`src/rtl/riscv_pkg.sv`:
```
// Shared RV32I definitions: opcodes, funct codes, decoded-record types,
// instruction encoders and the format/immediate decode helpers.
// Ports: none (package).
package riscv_pkg;

  localparam int RV_XLEN = 32;

  localparam logic [6:0] OP_LUI     = 7'b0110111;
  localparam logic [6:0] OP_AUIPC   = 7'b0010111;
  localparam logic [6:0] OP_JAL     = 7'b1101111;
  localparam logic [6:0] OP_JALR    = 7'b1100111;
  localparam logic [6:0] OP_BRANCH  = 7'b1100011;
  localparam logic [6:0] OP_LOAD    = 7'b0000011;
  localparam logic [6:0] OP_STORE   = 7'b0100011;
  localparam logic [6:0] OP_REG_IMM = 7'b0010011;
  localparam logic [6:0] OP_REG_REG = 7'b0110011;

  localparam logic [6:0] F7_ADD_SRL = 7'b0000000;
  localparam logic [6:0] F7_SUB_SRA = 7'b0100000;

  localparam logic [2:0] F3_ADD_SUB = 3'b000;
  localparam logic [2:0] F3_SLL     = 3'b001;
  localparam logic [2:0] F3_SRL_SRA = 3'b101;

  typedef enum logic [2:0] {
    FMT_R, FMT_I, FMT_S, FMT_B, FMT_U, FMT_J, FMT_NONE
  } imm_fmt_t;

  typedef enum logic [1:0] {
    ST_EMPTY, ST_ONE, ST_TWO
  } skid_state_t;

  typedef struct packed {
    logic [6:0]         opcode;
    logic [4:0]         rd;
    logic [4:0]         rs1;
    logic [4:0]         rs2;
    logic [2:0]         funct3;
    logic [6:0]         funct7;
    logic [RV_XLEN-1:0] pc;
    logic [RV_XLEN-1:0] reg_A;
    logic [RV_XLEN-1:0] reg_B;
    logic [11:0]        imm;
  } decoded_instr_t;

  typedef struct packed {
    logic [6:0]         opcode;
    logic [4:0]         rd;
    logic [4:0]         rs1;
    logic [4:0]         rs2;
    logic [2:0]         funct3;
    logic [6:0]         funct7;
    logic [RV_XLEN-1:0] pc;
    logic [RV_XLEN-1:0] reg_A;
    logic [RV_XLEN-1:0] reg_B;
    logic [31:0]        imm;
    imm_fmt_t           fmt;
    logic               illegal;
  } decoded_instr_ext_t;

  function automatic imm_fmt_t opcode_to_fmt(input logic [6:0] opcode);
    case (opcode)
      OP_REG_REG:                   return FMT_R;
      OP_REG_IMM, OP_LOAD, OP_JALR: return FMT_I;
      OP_STORE:                     return FMT_S;
      OP_BRANCH:                    return FMT_B;
      OP_LUI, OP_AUIPC:             return FMT_U;
      OP_JAL:                       return FMT_J;
      default:                      return FMT_NONE;
    endcase
  endfunction

  function automatic logic [31:0] decode_imm(input logic [31:0] instr, input imm_fmt_t fmt);
    case (fmt)
      FMT_I:   return {{20{instr[31]}}, instr[31:20]};
      FMT_S:   return {{20{instr[31]}}, instr[31:25], instr[11:7]};
      FMT_B:   return {{19{instr[31]}}, instr[31], instr[7], instr[30:25], instr[11:8], 1'b0};
      FMT_U:   return {instr[31:12], 12'b0};
      FMT_J:   return {{11{instr[31]}}, instr[31], instr[19:12], instr[20], instr[30:21], 1'b0};
      default: return 32'd0;
    endcase
  endfunction

  function automatic logic [31:0] encode_r_type(input logic [6:0] funct7, input logic [4:0] rs2,
                                                input logic [4:0] rs1, input logic [2:0] funct3,
                                                input logic [4:0] rd, input logic [6:0] opcode);
    return {funct7, rs2, rs1, funct3, rd, opcode};
  endfunction

  function automatic logic [31:0] encode_i_type(input logic [11:0] imm, input logic [4:0] rs1,
                                                input logic [2:0] funct3, input logic [4:0] rd,
                                                input logic [6:0] opcode);
    return {imm, rs1, funct3, rd, opcode};
  endfunction

  function automatic logic [31:0] encode_s_type(input logic [11:0] imm, input logic [4:0] rs2,
                                                input logic [4:0] rs1, input logic [2:0] funct3,
                                                input logic [6:0] opcode);
    return {imm[11:5], rs2, rs1, funct3, imm[4:0], opcode};
  endfunction

  // Branch/jump offsets are always even, so only bits [n:1] are taken.
  function automatic logic [31:0] encode_b_type(input logic [12:1] imm, input logic [4:0] rs2,
                                                input logic [4:0] rs1, input logic [2:0] funct3,
                                                input logic [6:0] opcode);
    return {imm[12], imm[10:5], rs2, rs1, funct3, imm[4:1], imm[11], opcode};
  endfunction

  function automatic logic [31:0] encode_u_type(input logic [31:12] imm, input logic [4:0] rd,
                                                input logic [6:0] opcode);
    return {imm, rd, opcode};
  endfunction

  function automatic logic [31:0] encode_j_type(input logic [20:1] imm, input logic [4:0] rd,
                                                input logic [6:0] opcode);
    return {imm[20], imm[10:1], imm[11], imm[19:12], rd, opcode};
  endfunction

endpackage

```
`src/rtl/rv32i_imm_gen.sv`:
```
// Purpose: classify instruction format from opcode and rebuild the 32-bit immediate.
// Latency: combinational. Backpressure: none (pure function of instr).
// Ports: instr (raw word) -> fmt (imm_fmt_t), imm (sign-extended immediate).
module rv32i_imm_gen
  import riscv_pkg::*;
(
  input  logic [31:0] instr,
  output imm_fmt_t    fmt,
  output logic [31:0] imm
);

  assign fmt = opcode_to_fmt(instr[6:0]);
  assign imm = decode_imm(instr, fmt);

endmodule

```
`src/rtl/rv32i_decode_stage.sv`:
```
// Purpose: RV32I decode stage; splits fields, rebuilds immediates, captures register reads.
// Latency: 1 cycle from accept to out_valid; 1 instruction/cycle sustained.
// Backpressure: two-entry skid buffer; in_ready is registered and drops only when both entries are full.
// Ports: clk/rst_n (sync, active-low), flush; in_valid/in_ready/in_instr/in_pc from fetch;
//        rf_rs{1,2}_addr out / rf_rs{1,2}_data in (same-cycle register file read);
//        out_valid/out_ready/out_dec to execute.
// Optional: define ILLEGAL_CHECK_EN to compute the illegal flag; otherwise it is tied to 0.
module rv32i_decode_stage
  import riscv_pkg::*;
#(
  parameter int XLEN = RV_XLEN
) (
  input  logic               clk,
  input  logic               rst_n,
  input  logic               flush,
  input  logic               in_valid,
  output logic               in_ready,
  input  logic [31:0]        in_instr,
  input  logic [XLEN-1:0]    in_pc,
  output logic [4:0]         rf_rs1_addr,
  output logic [4:0]         rf_rs2_addr,
  input  logic [XLEN-1:0]    rf_rs1_data,
  input  logic [XLEN-1:0]    rf_rs2_data,
  output logic               out_valid,
  input  logic               out_ready,
  output decoded_instr_ext_t out_dec
);

  imm_fmt_t           fmt;
  logic [31:0]        imm;
  logic               illegal;
  logic               keep_f7;
  decoded_instr_ext_t new_dec;
  decoded_instr_ext_t skid_dec;
  skid_state_t        state;
  logic               accept;
  logic               out_xfer;

  // Register file addresses come straight from the raw word, valid or not.
  assign rf_rs1_addr = in_instr[19:15];
  assign rf_rs2_addr = in_instr[24:20];

  rv32i_imm_gen u_imm_gen (
    .instr (in_instr),
    .fmt   (fmt),
    .imm   (imm)
  );

  // funct7 survives for R-type and for shift-immediates, where it selects SRLI/SRAI.
  assign keep_f7 = (fmt == FMT_R) ||
                   ((in_instr[6:0] == OP_REG_IMM) &&
                    ((in_instr[14:12] == F3_SLL) || (in_instr[14:12] == F3_SRL_SRA)));

  always_comb begin
    new_dec         = '0;
    new_dec.opcode  = in_instr[6:0];
    new_dec.rd      = ((fmt == FMT_S) || (fmt == FMT_B)) ? 5'd0 : in_instr[11:7];
    new_dec.rs1     = ((fmt == FMT_U) || (fmt == FMT_J)) ? 5'd0 : in_instr[19:15];
    new_dec.rs2     = ((fmt == FMT_I) || (fmt == FMT_U) || (fmt == FMT_J)) ? 5'd0 : in_instr[24:20];
    new_dec.funct3  = ((fmt == FMT_U) || (fmt == FMT_J)) ? 3'd0 : in_instr[14:12];
    new_dec.funct7  = keep_f7 ? in_instr[31:25] : 7'd0;
    new_dec.pc      = in_pc;
    // A zero rs field covers both the unused-operand case and x0 reads.
    new_dec.reg_A   = (new_dec.rs1 == 5'd0) ? '0 : rf_rs1_data;
    new_dec.reg_B   = (new_dec.rs2 == 5'd0) ? '0 : rf_rs2_data;
    new_dec.imm     = imm;
    new_dec.fmt     = fmt;
    new_dec.illegal = illegal;
  end

`ifdef ILLEGAL_CHECK_EN
  logic [2:0] chk_f3;
  logic [6:0] chk_f7;
  assign chk_f3 = in_instr[14:12];
  assign chk_f7 = in_instr[31:25];

  always_comb begin
    illegal = 1'b0;
    if ((in_instr[1:0] != 2'b11) || (fmt == FMT_NONE)) illegal = 1'b1;
    case (in_instr[6:0])
      OP_REG_REG: begin
        if ((chk_f7 != F7_ADD_SRL) && (chk_f7 != F7_SUB_SRA))
          illegal = 1'b1;
        else if ((chk_f7 == F7_SUB_SRA) && (chk_f3 != F3_ADD_SUB) && (chk_f3 != F3_SRL_SRA))
          illegal = 1'b1;
      end
      OP_REG_IMM: begin
        if ((chk_f3 == F3_SLL) && (chk_f7 != F7_ADD_SRL))
          illegal = 1'b1;
        else if ((chk_f3 == F3_SRL_SRA) && (chk_f7 != F7_ADD_SRL) && (chk_f7 != F7_SUB_SRA))
          illegal = 1'b1;
      end
      OP_JALR:   if (chk_f3 != 3'd0) illegal = 1'b1;
      OP_LOAD:   if ((chk_f3 == 3'd3) || (chk_f3 == 3'd6) || (chk_f3 == 3'd7)) illegal = 1'b1;
      OP_STORE:  if (chk_f3 > 3'd2) illegal = 1'b1;
      OP_BRANCH: if ((chk_f3 == 3'd2) || (chk_f3 == 3'd3)) illegal = 1'b1;
      default: ;
    endcase
  end
`else
  assign illegal = 1'b0;
`endif

  assign accept   = in_valid && in_ready;
  assign out_xfer = out_valid && out_ready;

  // out_dec is the head entry; skid_dec only holds data in ST_TWO.
  always_ff @(posedge clk) begin
    if (!rst_n) begin
      state     <= ST_EMPTY;
      in_ready  <= 1'b1;
      out_valid <= 1'b0;
      out_dec   <= '0;
      skid_dec  <= '0;
    end else if (flush) begin
      state     <= ST_EMPTY;
      in_ready  <= 1'b1;
      out_valid <= 1'b0;
    end else begin
      case (state)
        ST_EMPTY: begin
          if (accept) begin
            out_dec   <= new_dec;
            out_valid <= 1'b1;
            state     <= ST_ONE;
          end
        end
        ST_ONE: begin
          if (accept && !out_xfer) begin
            skid_dec <= new_dec;
            in_ready <= 1'b0;
            state    <= ST_TWO;
          end else if (accept && out_xfer) begin
            out_dec <= new_dec;
          end else if (out_xfer) begin
            out_valid <= 1'b0;
            state     <= ST_EMPTY;
          end
        end
        ST_TWO: begin
          if (out_xfer) begin
            out_dec  <= skid_dec;
            in_ready <= 1'b1;
            state    <= ST_ONE;
          end
        end
        default: begin
          state     <= ST_EMPTY;
          in_ready  <= 1'b1;
          out_valid <= 1'b0;
        end
      endcase
    end
  end

endmodule
```
`config.mk`:
```
export PLATFORM = sky130hd
export DESIGN_NAME = rv32i_decode_stage
export DESIGN_NICKNAME = d
export VERILOG_FILES = /design/src/rtl/riscv_pkg.sv /design/src/rtl/rv32i_imm_gen.sv /design/src/rtl/rv32i_decode_stage.sv
export SDC_FILE = /design/constraint.sdc
export NUM_CORES = 1
export LEC_CHECK = 0
export ABC_AREA = 1
export ABC_CLOCK_PERIOD_IN_PS = 5220
export BUFFER_PORTS_ARGS = -buffer_cell sky130_fd_sc_hd__buf_2
export CORE_UTILIZATION = 30
export DETAILED_ROUTE_END_ITERATION = 8
export HOLD_SLACK_MARGIN = 0.1
export PLACE_DENSITY = 0.49
export SETUP_SLACK_MARGIN = 0.05
export SKIP_CTS_REPAIR_TIMING = 1
export SLEW_MARGIN = 20
export SYNTH_ARGS = -nofsm -noshare
export SYNTH_HDL_FRONTEND = slang
export SYNTH_SLANG_ARGS = --single-unit
```
`constraint.sdc`:
```
create_clock -name clk -period 5.22 [get_ports clk]
set_clock_uncertainty 0.2 [all_clocks]
set_input_delay 0.261 -clock clk [delete_from_list [all_inputs] [get_ports clk]]
set_output_delay 0.261 -clock clk [all_outputs]
set_load 0.05 [all_outputs]
```
* After elaboration in Yosys (flattened, before gate mapping) *
Cells that the tools add are included.
Widths: inputs -> output; s select.

cells by class
  bitwise gates (word level) = 4
  equal/unequal tests = 27
  multiplexer cells = 28
  reductions and logical operators = 25

operators with widths
  cell                count
  $mux 164            4
  $pmux 164 s3        1
  $pmux 32 s5         1
  $mux 32             2
  $eq 7x6->1 const B  3
  $eq 7x7->1 const B  3
  $pmux 3 s6          1
  $mux 5              3
  $eq 7x5->1 const B  2
  $ne 2x2->1 const B  7
  $logic_not 5->1     2
  $mux 2              5
  $eq 3x3->1 const B  3
  $eq 7x2->1 const B  1
  $mux 7              1
  $eq 3x1->1 const B  2
  $eq 3x2->1 const B  2
  $logic_or 1x1->1    6
  $mux 1              6
  $ne 3x3->1 const B  2
  $pmux 1 s3          2
  $pmux 2 s3          1
  $reduce_and 3->1    2
  $reduce_and 6->1    1
  13 further kinds    21

word-level totals
  bits in registers = 331
  output and inout bits = 176
  word-level logic and storage cells = 110
  bits of input ports = 133

* Depth between registers and ports, before layout *
  depth in word-level cells = 12
  depth in mapped cells = 19
  gate-level depth less buffers = 18

* Cells and area by module *
From an unflattened synthesis, not the netlist that was laid out.

unflattened totals
  cells, all modules = 2175
  area, all modules = 14863.0 um^2

by module, submodules not included
  module              area each (um^2)  sequential area each (um^2)  cells an instance  instances
  rv32i_decode_stage  14161.1           6606.3                       2022               1
  rv32i_imm_gen       701.9             0.0                          153                1

* Worst setup path after synthesis *
OpenSTA, ideal clock, no wires.

  kind = in2reg
  start = input in_instr[2]
  end = register out_dec[50] in the netlist's numbering
  required time = 4.888 ns
  stages = 16
  data arrival time = 2.075 ns
  library setup time = 0.132 ns
  slack = 2.813 ns
  path buffers = 1
  path through = nor2_1 -> nand2_2 -> nor3_4 -> inv_2 -> ha_1 -> inv_1 -> nor2_2 -> a21oi_4 -> nand2_2 -> o31ai_1 -> nand2_2 -> buf_4 -> nand2_1 -> nand2_1 -> nand2_1 -> a21oi_1

between the ends
  word-level cells in the longest chain between the ends = 12
  elaborated cells on any way between the ends = 24
  those cells by class = 12 x eq/ne; 7 x mux; 5 x reduce/logical

RTL lines
  what                                                line                       RTL
  start, declared                                     rv32i_decode_stage.sv:18   input logic [31:0] in_instr,
  $eq 7x5->1 (tied with other cells)                  riscv_pkg.sv:62            case (opcode)
  $reduce_or 3->1 or $reduce_or 2->1 (tied branches)  riscv_pkg.sv:62
  $pmux 3 s6 (*)                                      riscv_pkg.sv:62
  $eq 3x1->1 or $eq 3x3->1 (tied branches)            rv32i_decode_stage.sv:59   new_dec.rs2 = ((fmt == FMT_I) || (fmt == FMT_U) || (fmt == FMT_J)) ? 5'd0 : in_instr[24:20];
  $logic_or 1x1->1                                    rv32i_decode_stage.sv:59
  $logic_or 1x1->1 (*)                                rv32i_decode_stage.sv:59
  $mux 5 (*)                                          rv32i_decode_stage.sv:59
  $logic_not 5->1 (*)                                 rv32i_decode_stage.sv:65   new_dec.reg_B = (new_dec.rs2 == 5'd0) ? '0 : rf_rs2_data;
  $mux 32 (*)                                         rv32i_decode_stage.sv:65
  $mux 164                                            rv32i_decode_stage.sv:133  end else if (accept && out_xfer) begin
  $mux 164                                            rv32i_decode_stage.sv:129  if (accept && !out_xfer) begin
  $pmux 164 s3 (*)                                    rv32i_decode_stage.sv:120  case (state)
  end signal, assigned                                rv32i_decode_stage.sv:123  out_dec <= new_dec;
  end signal, assigned                                rv32i_decode_stage.sv:134  out_dec <= new_dec;
  end signal, assigned                                rv32i_decode_stage.sv:142  out_dec <= skid_dec;
  end, declared                                       rv32i_decode_stage.sv:26   output decoded_instr_ext_t out_dec

Mark *: on every way between the ends. The rest lies on a longest branch, timed or not. The select of a mux whose other input is x is not followed.
A chain may end at the register's enable or synchronous reset.

* Worst setup path in the final report *
  start = input in_instr[2]
  end = register out_dec[6] in the netlist's numbering

between the ends
  word-level cells in the longest chain between the ends = 8
  elaborated cells on any way between the ends = 22
  those cells by class = 14 x eq/ne; 6 x mux; 2 x reduce/logical

RTL lines
  what                                                line                       RTL
  $eq 7x5->1 (tied with other cells)                  riscv_pkg.sv:62
  $reduce_or 3->1 or $reduce_or 2->1 (tied branches)  riscv_pkg.sv:62
  $pmux 3 s6 (*)                                      riscv_pkg.sv:62
  $eq 3x3->1 (tied with other cells)                  riscv_pkg.sv:74            case (fmt)
  $pmux 32 s5 (*)                                     riscv_pkg.sv:74
  $mux 164                                            rv32i_decode_stage.sv:133
  $mux 164                                            rv32i_decode_stage.sv:129
  $pmux 164 s3 (*)                                    rv32i_decode_stage.sv:120

Marked as above.

==> summary.md <==
| Metric | Value |
|---|---|
| Placeable Area | 45580 µm² |
| IO Pins | 309 |
| Global-route wire length before repair | 72030 µm |
| Number of CTS-inserted buffers | 41 |
| Rows | 78 |
| Synthesized net count | 2066 |
| Reg-to-reg startpoint | state[1] |
| Headroom to the max-slew limit | 0.2905 |
| Worst reg2reg setup slack | 1990 ps |
| Synthesized area per cell | 7.212 µm² |
| Number of global-route vias before repair | 12600 |
| Final Worst Setup Slack | 1826 ps |
| Final layout net count | 2396 |
| DIE WIDTH | 217.4 µm |
| Power Total | 0.006650 W |
| Standby leakage power | 8.578 nW |
| Routed len/inst | 16.52 µm |
| End point of the critical path | out_dec[6] |
| Number of warnings reported in the yosys synthesis log | 0 |
| Critical register-to-register path endpoint | out_dec[34] |
| Setup repair after global routing missed its margin | no |
| Number of DRC violations after detailed-routing iteration 0 | 968 |
| Biggest area consumer among synthesized cells | dfxtp_1 |
| Reg2Reg Depth | 9 |
| Max Freq | 0.2946 GHz |
| Top library cells by usage in the layout, fill and taps aside | nand2_1 (378), dfxtp_1 (330), buf_2 (306) |
| Area growth from synthesis to layout | 31.55% |
| Post-layout minimum cycle time | 3395 ps |
| Layout cells sized above 1 | 0.1936 |
| Aggregate global routing overflow | 0 |
| Drt first pass iters | 5 |
| Share of flip-flops with an asynchronous set or reset | 0 |
| Post-synthesis instance total | 1930 |
| Number of H-tree branching levels | 2 |
| Post-Syn Area | 13920 µm² |
| Distinct cell type count of the synthesized netlist | 39 |
| Clock transition at the register clock pins on the worst setup and hold paths after CTS | 50 ps |
| Arrival time at the worst endpoint | 3700 ps |
| Outcome | finished, final reports clean |
| GR met1 Demand/Resource | 0.2603 |
| Count of endpoints failing setup in the final report | 0 |
| Number of synthesized flops with an enable pin | 0 |
| Slew Viols, Final | 0 |
| Startpoint Class | primary input |
| Number of nets with antenna violations after detailed routing | 0 |
| Final HPWL DP | 27800 µm |
| Antenna violations before repair | 2 |
| Via total after detailed routing | 14160 |
| Number of clock sinks seen by CTS | 330 |
| GR met2 Demand/Resource | 0.3056 |
| Biggest area contributors in the synthesized netlist | dfxtp_1 (47%), a21oi_1 (11%), nand2_1 (10%) |
| Hold Path Class | primary input to flip-flop |
| Combined global-route utilization of all metal layers | 0.1924 |
| Cell Count, Final, Fillers Out | 2889 |
| Most Crowded Layer GR | met2 |
| Peak ir drop on the vdd network | 0.3105 mV |
| Maximum number of pins on one net before global-route repair | 175 |
| Number of I/O port buffers | 307 |
| Number of design rule violations left after detail routing | 0 |
| Data required time of the critical path | 5520 ps |
| Source of the critical timing path | in_instr[2] |
| Biggest fanout along the worst timing path | 28 |
| Vias per cell | 4.902 |
| Hold violation total from the final report | 0 |
| Transition at the pin with the smallest max-transition slack | 1064 ps |
| Hold WS | 73.27 ps |
| Fraction of the yosys area taken by sequential cells | 0.4746 |
| GRT met3 Usage | 0.03983 |
| Predominant post-synthesis flop cell | dfxtp_1 |
| Critical Setup Path Class | primary input to flip-flop |
| Die Footprint | 47260 µm² |
| Share of the synthesized area in the top cell type | 0.4746 |
| Maximum capacitance violations | 0 |
| Total Wirelength | 47740 µm |
| Cell total after placement | 2686 |
| Die Height | 217.4 µm |
| Clock root buffer | clkbuf_16 |
| Final Wtd Congestion | 0.7587 |
| Maximum count of clock buffers along a single path | 3 |
| Post-Place Worst Slack | 1850 ps |
| Clock latency on the worst-skew pair | 570 ps |
| CP Capture Type | flip-flop |
| Setup TNS Final | 0 ps |
| Post-route clock period utilization | 0.6503 |
| Synthesized flop and latch total | 330 |
| Most common cell after layout, fill and taps aside | nand2_1 |
| TritonCTS clock tree | yes |
| Initial Util | 0.3054 |
| Total power per unit cell area | 363.2 nW/µm² |
## cell type report
class	count	area [µm²]
fillers	4696	27270
inverters	60	240.2
clock inverters	11	181.4
multi-input cells	1373	6365
diodes	1	2.502
clock buffers	60	1177
well taps	600	750.7
repair buffers	454	2987
flip-flops and latches	330	6606
## Yosys cell counts (2+ instances only)
library cell and n:
o21ai_1 2, dfxtp_1 330, a21oi_1 297, o21ai_0 282
nor2_2 2, inv_1 47, ha_1 3, nor2_4 2
clkbuf_1 121, buf_6 4, buf_2 20, nor2_1 246
buf_1 8, o211ai_1 2, a31oi_1 42, buf_4 14
a211oi_1 2, nand2_2 20, inv_4 3, nand2_1 379
inv_2 9, a21oi_2 10, o21ai_2 2, nand3_1 64
nand4_1 5
## routing by layer
layer  share of wire  vias to the layer above
met5         0.00017                        -
met4           0.027                        2
met3           0.049                       80
met2            0.46                      357
met1            0.46                     6645
li1                -                     7077
## where the power goes
part | switching (W) | leakage, nW | internal [W]
Sequential | 0.0000659 | 2.69 | 0.00265
Clock | 0.00114 | 0.666 | 0.00176
Combinational | 0.000741 | 5.22 | 0.000291
Total | 0.00195 | 8.58 | 0.00470
## logic make-up after synthesis
group,Yosys count,share of synthesized area
flops,330,0.4746
compound gates,646,0.2432
fa+ha+maj,3,0.002697
simple gates,723,0.2097
other cells,1,0.0002694
buf+inv,227,0.06949
## registers in the layout, summed over array words and instances, names as in the netlist
register / count
out_dec: 163
skid_dec: 163
state: 2
in_ready: 1
out_valid: 1
## worst max-delay path, stage by stage
cell and delay [ps]:
dlygate4sd3_1 560, buf_2 160, nor2_1 190, nand2_2 130, nor3_4 270, inv_2 120, ha_1 300, nand2_1 750
inv_1 330, a21oi_1 340, nand2_1 80, a21oi_1 170
## metrics by stage
step	cell area [µm²]	utilization
after floorplan	13920	-
after global placement	15640	0.3431
after detailed placement	15640	0.3431
after CTS	16990	0.3729
after global routing	18310	0.4017
final	18310	0.4017
## how the worst min path moves through the flow
stage	startpoint	endpoint	slack, ps	cells after the start
finish	in_valid	out_valid	70	5
global route	rst_n	skid_dec[79]	120	3
CTS	in_pc[1]	skid_dec[101]	-300	3
detailed placement	skid_dec[151]	skid_dec[151]	250	2
global placement	skid_dec[156]	skid_dec[156]	240	2
floorplan	flush	in_ready	190	2
No activity file was read; power rests on OpenSTA's default activity.
